<file path="src/rtl/intc.sv">
// Peripheral interrupt controller: level/edge qualified sources, pending/enable masking,
// registered irq vector and a cs_/as_/rdy_ register port. Define INTC_SYNC_EN to add a 2-flop input synchronizer.
module intc #(
   parameter int CPU_IRQ_CH = 8
) (
   input  logic                  clk,
   input  logic                  reset,
   input  logic                  cs_,
   input  logic                  as_,
   input  logic                  rw,
   input  logic [1:0]            addr,
   input  logic [31:0]           wr_data,
   output logic [31:0]           rd_data,
   output logic                  rdy_,
   input  logic [CPU_IRQ_CH-1:0] irq_src,
   output logic [CPU_IRQ_CH-1:0] irq
);

   typedef enum logic {IDLE, ACK} busState_t;

   busState_t             state_q;
   logic [CPU_IRQ_CH-1:0] s1_q;
   logic [CPU_IRQ_CH-1:0] sPrev_q;
   logic [CPU_IRQ_CH-1:0] pending_q, pending_d;
   logic [CPU_IRQ_CH-1:0] enable_q, enable_d;
   logic [CPU_IRQ_CH-1:0] edgeMode_q, edgeMode_d;
   logic [CPU_IRQ_CH-1:0] irq_q;
   logic [31:0]           rdData_q;
   logic                  rdy_q;

   logic [CPU_IRQ_CH-1:0] rise;
   logic [CPU_IRQ_CH-1:0] active;
   logic [CPU_IRQ_CH-1:0] w1c;
   logic [7:0]            vecIdx;
   logic                  vecValid;
   logic                  busReq;
   logic                  busWr;
   logic [31:0]           regRead;

`ifdef INTC_SYNC_EN
   logic [CPU_IRQ_CH-1:0] s0_q;

   always_ff @(posedge clk) begin
      if (reset) begin
         s0_q <= '0;
         s1_q <= '0;
      end else begin
         s0_q <= irq_src;
         s1_q <= s0_q;
      end
   end
`else
   always_ff @(posedge clk) begin
      if (reset) begin
         s1_q <= '0;
      end else begin
         s1_q <= irq_src;
      end
   end
`endif

   always_comb begin
      active   = pending_q & enable_q;
      vecValid = |active;
      vecIdx   = 8'd0;
      for (int i = CPU_IRQ_CH - 1; i >= 0; i--) begin
         if (active[i]) vecIdx = 8'(i);
      end

      busReq = (state_q == IDLE) && !cs_ && !as_;
      busWr  = busReq && !rw;
      rise   = s1_q & ~sPrev_q;

      // Clears only touch edge-mode bits, and a coincident rise re-sets the bit.
      w1c        = (busWr && addr == 2'd0) ? (wr_data[CPU_IRQ_CH-1:0] & edgeMode_q) : '0;
      pending_d  = (edgeMode_q & ((pending_q & ~w1c) | rise)) | (~edgeMode_q & s1_q);
      enable_d   = (busWr && addr == 2'd1) ? wr_data[CPU_IRQ_CH-1:0] : enable_q;
      edgeMode_d = (busWr && addr == 2'd2) ? wr_data[CPU_IRQ_CH-1:0] : edgeMode_q;

      case (addr)
         2'd0:    regRead = 32'(pending_q);
         2'd1:    regRead = 32'(enable_q);
         2'd2:    regRead = 32'(edgeMode_q);
         default: regRead = {vecValid, 23'd0, vecIdx};
      endcase
   end

   always_ff @(posedge clk) begin
      if (reset) begin
         state_q    <= IDLE;
         sPrev_q    <= '0;
         pending_q  <= '0;
         enable_q   <= '0;
         edgeMode_q <= '0;
         irq_q      <= '0;
         rdData_q   <= '0;
         rdy_q      <= 1'b1;
      end else begin
         sPrev_q    <= s1_q;
         pending_q  <= pending_d;
         enable_q   <= enable_d;
         edgeMode_q <= edgeMode_d;
         irq_q      <= active;
         case (state_q)
            IDLE: begin
               if (busReq) begin
                  state_q  <= ACK;
                  rdy_q    <= 1'b0;
                  rdData_q <= rw ? regRead : 32'd0;
               end else begin
                  rdy_q    <= 1'b1;
                  rdData_q <= 32'd0;
               end
            end
            ACK: begin
               state_q  <= IDLE;
               rdy_q    <= 1'b1;
               rdData_q <= 32'd0;
            end
            default: begin
               state_q <= IDLE;
               rdy_q   <= 1'b1;
            end
         endcase
      end
   end

   assign irq     = irq_q;
   assign rd_data = rdData_q;
   assign rdy_    = rdy_q;

endmodule

</file>
<file path="config.mk">
export PLATFORM = sky130hd
export DESIGN_NAME = intc
export DESIGN_NICKNAME = d
export VERILOG_FILES = /design/src/rtl/intc.sv
export SDC_FILE = /design/constraint.sdc
export NUM_CORES = 1
export LEC_CHECK = 0
export ABC_AREA = 1
export CAP_MARGIN = 20
export CELL_PAD_IN_SITES_DETAIL_PLACEMENT = 1
export CELL_PAD_IN_SITES_GLOBAL_PLACEMENT = 2
export CORE_ASPECT_RATIO = 1.2
export CORE_MARGIN = 4
export CORE_UTILIZATION = 21
export DETAILED_ROUTE_END_ITERATION = 16
export HOLD_SLACK_MARGIN = 0.15
export PLACE_DENSITY = 0.85
export SKIP_LAST_GASP = 1
export SYNTH_ARGS = -nofsm -noshare
export SYNTH_HDL_FRONTEND = slang
export SYNTH_SLANG_ARGS = --single-unit
</file>
<file path="constraint.sdc">
create_clock -name clk -period 1.05 [get_ports clk]
set_input_delay 0.21 -clock clk [delete_from_list [all_inputs] [get_ports clk]]
set_output_delay 0.21 -clock clk [all_outputs]
set_load 0.005 [all_outputs]
</file>
Word-level counts from Yosys, hierarchy flattened --
Cells that the tools add are included.
Word-level totals: logic and storage cells 51, bits in registers 82, input port bits 47, memories kept 0, bits in writable memories 0, output and inout port bits 41, ROM bits 0, latch bits 0
Cells by class: divide/modulo/power cells 0, equal/unequal tests 2, $lt $le $gt $ge 0, bitwise gates (word level) 12, shift-type cells 0, multipliers 0, add/sub/neg operators 0, mux-type cells 17, reduce and logical (&&, ||, !) cells 11
Operator list (count):
- case mux 32 bit (3 select lines) | 1
- two-way mux 32 bit | 2
- two-way mux 8 bit | 8
- case mux 32 bit (2 select lines) | 1
- AND 8 bit | 6
- inverter 8 bit | 3
- bitwise OR 8 bit | 2
- OR reduction 8 bit | 1
- logical AND 1 bit | 6
- case mux 1 bit (2 select lines) | 2
- logical NOT 1 bit | 3
- two-way mux 3 bit | 1
- equality test 2 x 1 -> 1 bit (second input constant) | 1
- equality test 2 bit (second input constant) | 1
- logical NOT 2 bit | 1
- two-way mux 1 bit | 2
- inverter 1 bit | 1

Longest topological paths before layout --
Gate-level depths: netlist (run 1).
depth in word-level cells 13, depth in mapped cells 10, depth with buffers taken out 10

Worst setup path after synthesis (run 1) --
No wires, ideal clock.
kind register -> register, start reg state_q, end reg pending_q[1], slack -0.054 ns, required time 0.938 ns, period minus slack after synthesis 1.104 ns, arrival time 0.991 ns, stages on the path, launching flop included 9, setup time 0.112 ns, buffers on the path 0, cells stage by stage dfxtp_1 nor2_1 nand2_2 nor2_4 inv_1 nor2_4 nand2_1 nand2_1 nand2_1
Between the ends: longest elaborated chain between the ends 11
Ends and longest elaborated chain:
- start: declaration | RTL line 21 | busState_t state_q;
- start signal: assignment | RTL line 90 | state_q <= IDLE;
- start signal: assignment | RTL line 107 | state_q <= ACK;
- start signal: assignment | RTL line 116 | state_q <= IDLE;
- inverter 1 bit
- logical AND 1 bit (2 in a row) | RTL line 70 | busReq = (state_q == IDLE) && !cs_ && !as_;
- logical AND 1 bit | RTL line 71 | busWr = busReq && !rw;
- logical AND 1 bit | RTL line 75 | w1c = (busWr && addr == 2'd0) ? (wr_data[CPU_IRQ_CH-1:0] & edgeMode_q) : '0;
- two-way mux 8 bit | RTL line 75
- inverter 8 bit | RTL line 76 | pending_d = (edgeMode_q & ((pending_q & ~w1c) | rise)) | (~edgeMode_q & s1_q);
- AND 8 bit | RTL line 76
- bitwise OR 8 bit | RTL line 76
- AND 8 bit | RTL line 76
- bitwise OR 8 bit | RTL line 76
- end signal: assignment | RTL line 100 | pending_q <= pending_d;
- end: declaration | RTL line 24 | logic [CPU_IRQ_CH-1:0] pending_q, pending_d;
No other way between the ends. A chain may end at the register's enable or synchronous reset.

Worst setup path after layout (run 1) --
start reg state_q, end reg enable_q[7]
Between the ends: longest elaborated chain between the ends 5
Ends and longest elaborated chain:
- inverter 1 bit
- logical AND 1 bit (2 in a row) | RTL line 70
- logical AND 1 bit | RTL line 71
- logical AND 1 bit | RTL line 77 | enable_d = (busWr && addr == 2'd1) ? wr_data[CPU_IRQ_CH-1:0] : enable_q;
- end signal: assignment | RTL line 101 | enable_q <= enable_d;
- end: declaration | RTL line 25 | logic [CPU_IRQ_CH-1:0] enable_q, enable_d;
No other way between the ends.

==> impl_metrics.yaml, run 1 <==
die:
  rows: 42
  core-area_um2: 11100
  dieArea_um2: 13300
  die_h_um: 126
  initial_core_util: 0.217
  die_x_um: 106
  ios: 88
critical_path:
  end_kind: "register"
  critical_path.startpoint_type: "register"
  crit_end: "enable_q[7]$_SDFFE_PP0P_"
  r2r_slack_ns: -0.22
  crit_start: "state_q$_SDFF_PP0_"
  criticalPathCategory: "reg -> reg"
  crit_family: "simple AND/OR/NAND/NOR gates"
  critPathMaxStageDelay_ns: 0.30
  path_max_fanout: 6
  cp_num_buf_inv: 2
  critPathRequiredTime_ns: 1.27
  crit_cells: 8
  reg2reg_to: "enable_q[7]$_SDFFE_PP0P_"
  cpMaxStageDelayCell: "dfxtp_1"
  ff2ff_path_depth: 8
  worstReg2RegStart: "state_q$_SDFF_PP0_"
  cp_data_arrival_time_ns: 1.48
  cp_cell_sequence: "nor2_2 > nand2_2 > nor2_4 > buf_4 > nand2_4 > buf_12 > nand2_1 > a21oi_2"
logic_synthesis:
  synth_top_flop_cell: "dfxtp_1"
  async_flop_share: 0
  syn_area_um2: 2420
  syn_inst: 322
  synth_cell_type_count: 26
  seq_area_frac_synth: 0.488
  yosysWarnings: 0
  synth_edf_count: 0
  synth-seq-cells: 59
  synth_area_per_cell_um2: 7.51
final_layout:
  final_common_cell: "nand2_1"
  syn_to_final_growth_pct: 42.1
  layout-drive-gt1-share: 0.246
  diodes: 0
  fin_nets: 439
  final_cells: 549
  final_util: 0.308
  mostFrequentLayoutCells: "109 x nand2_1, 57 x dfxtp_1, 32 x nor2_1"
outcome:
  status: "finished, violations left"
  failed_checks: "negative setup slack"
power_and_ir_drop:
  p_int_mw: 4.16
  p_seq_frac: 0.432
  p_clk_frac: 0.496
  ir_drop_v: 0.000591
  power_switching_mw: 1.21
  p_per_area_nw_per_um2: 1560
  combinationalPowerShare: 0.072
  swShare: 0.226
  leakagePower_nw: 1.48
sta:
  worst_slack_ns: -0.216
  drv_slew: 0
  min_period_over_period: 1.21
  max_freq_mhz: 790
  fin_tns_setup_ns: -5.75
  final.setup_skew_ns: 0.00472
  setup_viol: 34
  hold_violations: 0
  grt_setup_unrepaired: "true"
  min_period_ns: 1.27
placed_design:
  hpwl_um: 4900
  gp_congestion: 0.800
  numPortBuffers: 40
  preCtsSetupSlack_ns: -0.615
  dp_cells: 529
clock_network:
  clockBufferDepth: 2
  cts_sinks: 59
  tritoncts: "done"
  clock_latency_ns: 0.33
  path_clk_slew_ns: 0.05
  cts_buffers: 9
  ctsHoldBuffers: 0
  root_buffer: "clkbuf_16"
  htreeDepth: 3
global_routing:
  grt_overflow: 0
  grt_max_degree: 18
  antenna_found_initial: 0
  grt_use_total: 0.100
  grt_pass1_wl_um: 10300
  grt_pass1_vias: 2077
drt:
  wirelength_um: 6550
  vias: 2061
  drt-initial-drc-count: 75
  dr.pass1.iters: 4
  route.antenna.remaining_nets: 0
  vias_per_cell: 3.75
  wire_per_inst_um: 11.9
  drc_errors: 0
min_path:
  hp-class: "in -> reg"
  min_from: "reset"
run:
  maxCapViolations: 0
[power groups by stage]
stage | combinational (mW) | sequential (mW) | clock [mW]
after floorplan | 0.218 | 2.36 | 0
after global placement | 0.351 | 2.36 | 0
after detailed placement | 0.356 | 2.37 | 0
after CTS | 0.376 | 2.32 | 2.74
after global routing | 0.427 | 2.32 | 2.81
final | 0.388 | 2.32 | 2.66
[layer usage]
metal | up-vias | global-route usage | share of wire
met5 | - | 0 | 0
met4 | 0 | 0.0480 | 0.020
met3 | 11 | 0.0392 | 0.061
met2 | 47 | 0.164 | 0.49
met1 | 921 | 0.114 | 0.43
li1 | 1082 | - | -
[final cells by class]
class | instances | area, µm²
multi-input cells | 226 | 1090
well taps | 154 | 193
inverters | 30 | 125
clock inverters | 3 | 15.0
flip-flops and latches | 59 | 1180
fillers | 1349 | 7700
repair buffers | 66 | 576
clock buffers | 11 | 253
[synth_stat cells (all sizes together), types with 2 or more instances]
cell type  instances  area, µm²
nand2            121        464
dfxtp             59       1180
nor2              39        179
inv               28        105
buf               26        196
a21oi             18       93.8
nand3             11       72.6
a31oi              5       31.3
o21ai              5       25.0
clkbuf             3       31.3
clkinv             2       10.0
nor3               2       10.0
[what timing repair did]
item	CTS	global route
endpoints found under the setup margin	51	43
resized for setup	81	21
buffers inserted	3	3
pin swaps	7	12
[metrics by stage]
| stage | instance area, µm² | power (mW) | hold WS (ns) |
|---|---|---|---|
| floorplan | 2510 | 2.58 | 0.289 |
| global placement | 3060 | 2.71 | 0.407 |
| detailed placement | 3060 | 2.72 | 0.410 |
| CTS | 3420 | 5.43 | 0.268 |
| global route | 3440 | 5.57 | 0.290 |
| finish | 3440 | 5.37 | 0.276 |
[logic make-up after synthesis]
group                  Yosys count  share of synthesized area
AO/OA/AOI/OAI                   30                     0.0683
buffers and inverters           59                      0.142
flip-flops                      59                      0.488
other                            1                    0.00155
AND/OR/NAND/NOR                173                      0.300
[registers in the layout, summed over array words and instances, names as in the netlist]
signal	count
enable_q	8
rd_data	9
pending_q	8
state_q	1
edgeMode_q	8
s1_q	8
sPrev_q	8
irq	8
rdy_	1
[worst min path at each step]
stage                            end  cells after the start
6_report           irq[3]$_SDFF_PP0_                      3
3_5_place_dp   sPrev_q[1]$_SDFF_PP0_                      2
4_1_cts            irq[3]$_SDFF_PP0_                      3
2_1_floorplan     state_q$_SDFF_PP0_                      1
3_3_place_gp   sPrev_q[1]$_SDFF_PP0_                      2
5_1_grt            irq[3]$_SDFF_PP0_                      3
[worst register-to-register path: stages (launching register included)]
cell,delay (ns)
dfxtp_1,0.30
nor2_2,0.09
nand2_2,0.09
nor2_4,0.18
buf_4,0.15
nand2_4,0.08
buf_12,0.15
nand2_1,0.07
a21oi_2,0.05
(Power assumes the default switching activity.)
==> inputs of run 2 (changes only) <==
--- a/config.mk
+++ b/config.mk
@@ -15,6 +15,7 @@
 export DETAILED_ROUTE_END_ITERATION = 16
 export HOLD_SLACK_MARGIN = 0.15
 export PLACE_DENSITY = 0.85
+export RECOVER_POWER = 50
 export SKIP_LAST_GASP = 1
 export SYNTH_ARGS = -nofsm -noshare
 export SYNTH_HDL_FRONTEND = slang
==> impl_metrics.yaml, run 2 (synthesized netlist as in run 1, its figures left out) <==
outcome:
  status: "finished, violations left"
  failed_checks: "negative setup slack"
drt:
  drt-initial-drc-count: 66
  vias_per_cell: 3.75
  wirelength_um: 6530
  wire_per_inst_um: 11.9
  drc_errors: 0
  vias: 2058
  route.antenna.remaining_nets: 0
  dr.pass1.iters: 4
sta:
  final.setup_skew_ns: 0.00487
  worst_slack_ns: -0.232
  fin_tns_setup_ns: -5.78
  hold_violations: 0
  setup_viol: 34
  min_period_over_period: 1.22
  grt_setup_unrepaired: "true"
  max_freq_mhz: 780
  drv_slew: 0
  min_period_ns: 1.28
  whs_ns: 0.360
final_layout:
  syn_to_final_growth_pct: 41.2
  final_cells: 549
  layout-drive-gt1-share: 0.241
  final_common_cell: "nand2_1"
  mostFrequentLayoutCells: "109 x nand2_1, 57 x dfxtp_1, 32 x nor2_1"
  fill_cells: 1353
  largest_reg_flops: 9
  diodes: 0
  final_util: 0.307
  fin_nets: 439
global_routing:
  grt_pass1_vias: 2077
  grt_overflow: 0
  grt_pass1_wl_um: 10300
  antenna_found_initial: 0
  grt_max_degree: 18
  grt_use_total: 0.100
placed_design:
  numPortBuffers: 40
  hpwl_um: 4900
  dp_cells: 529
  gp_congestion: 0.800
clock_network:
  clock_latency_ns: 0.33
  htreeDepth: 3
  cts_buffers: 9
  ctsHoldBuffers: 0
  path_clk_slew_ns: 0.05
  cts_sinks: 59
  root_buffer: "clkbuf_16"
  clockBufferDepth: 2
  tritoncts: "done"
critical_path:
  cp_data_arrival_time_ns: 1.48
  ff2ff_path_depth: 8
  path_max_fanout: 6
  critPathRequiredTime_ns: 1.25
  critPathMaxStageDelay_ns: 0.30
  criticalPathCategory: "reg -> reg"
  worstReg2RegStart: "state_q$_SDFF_PP0_"
  crit_start: "state_q$_SDFF_PP0_"
  reg2reg_to: "enable_q[7]$_SDFFE_PP0P_"
  r2r_slack_ns: -0.23
  critical_path.startpoint_type: "register"
  cpMaxStageDelayCell: "dfxtp_1"
  cp_cell_sequence: "nor2_2 > nand2_2 > nor2_4 > buf_4 > nand2_4 > buf_12 > nand2_1 > a21oi_2"
  end_kind: "register"
die:
  rows: 42
  die_h_um: 126
  core-area_um2: 11100
  ios: 88
  die_x_um: 106
  dieArea_um2: 13300
  initial_core_util: 0.217
min_path:
  hp-class: "in -> reg"
  min_from: "reset"
  min_path_cells: 3
  hold_end: "irq[3]$_SDFF_PP0_"
power_and_ir_drop:
  p_int_mw: 4.14
  power_mw: 5.36
  p_clk_frac: 0.497
  p_seq_frac: 0.433
  p_per_area_nw_per_um2: 1570
  combinationalPowerShare: 0.069
  swShare: 0.226
  power_switching_mw: 1.21
  leakagePower_nw: 1.47
  ir_drop_v: 0.000594
run:
  maxCapViolations: 0
==> run 2: metrics by stage <==
step | worst slack, ns | area [µm²]
6_report | -0.232 | 3420
3_5_place_dp | -0.615 | 3060
4_1_cts | -0.239 | 3420
3_3_place_gp | -0.548 | 3060
5_1_grt | -0.325 | 3420
2_1_floorplan | -0.0310 | 2510
==> run 2: worst max-delay path: cells and delay by family (launching register included) <==
kind            cells  cell delay, ns
flops               1            0.30
buf+inv             2            0.30
compound gates      1            0.05
simple gates        5            0.51
==> run 2: how the worst max path moves through the flow <==
stage | depth (start not counted) | slack [ns] | end
floorplan | 8 | -0.03 | pending_q[1]$_SDFF_PP0_
global placement | 9 | -0.55 | pending_q[0]$_SDFF_PP0_
detailed placement | 9 | -0.62 | pending_q[6]$_SDFF_PP0_
CTS | 8 | -0.24 | pending_q[0]$_SDFF_PP0_
global route | 8 | -0.32 | pending_q[5]$_SDFF_PP0_
finish | 8 | -0.23 | enable_q[7]$_SDFFE_PP0P_
==> run 2: metal layers <==
layer	vias to the layer above	wire length, µm	track usage
met1	918	2820	0.114
met3	11	401	0.0392
met2	47	3190	0.164
met4	0	128	0.0480
li1	1082	-	-
met5	-	0	0
==> run 2: final cells by class <==
| type | count | area [µm²] | area share |
|---|---|---|---|
| clock buffers | 11 | 253 | 0.0740 |
| inverters | 30 | 125 | 0.0366 |
| clock inverters | 3 | 15.0 | 0.00440 |
| well taps | 154 | 193 | 0.0564 |
| repair buffers | 66 | 556 | 0.163 |
| multi-input cells | 226 | 1090 | 0.319 |
| flip-flops and latches | 59 | 1180 | 0.347 |
==> run 2: power groups by stage <==
stage	logic [mW]	clock network, mW	registers [mW]
CTS	0.376	2.74	2.32
global placement	0.351	0	2.36
detailed placement	0.356	0	2.37
finish	0.372	2.66	2.32
global route	0.412	2.81	2.32
floorplan	0.218	0	2.36
==> run 2: timing repair <==
item	in CTS	in global routing
setup buffers	3	3
gates resized for setup	81	21
pin swaps	7	12
setup endpoints to repair	51	43
==> inputs of run 3 (changes only) <==
--- a/config.mk
+++ b/config.mk
@@ -6,7 +6,7 @@
 export NUM_CORES = 1
 export LEC_CHECK = 0
 export ABC_AREA = 1
-export CAP_MARGIN = 20
+export CAP_MARGIN = 25
 export CELL_PAD_IN_SITES_DETAIL_PLACEMENT = 1
 export CELL_PAD_IN_SITES_GLOBAL_PLACEMENT = 2
 export CORE_ASPECT_RATIO = 1.2
==> results of run 3 <==
Final layout, timing and power as in run 2 (identical DEF).
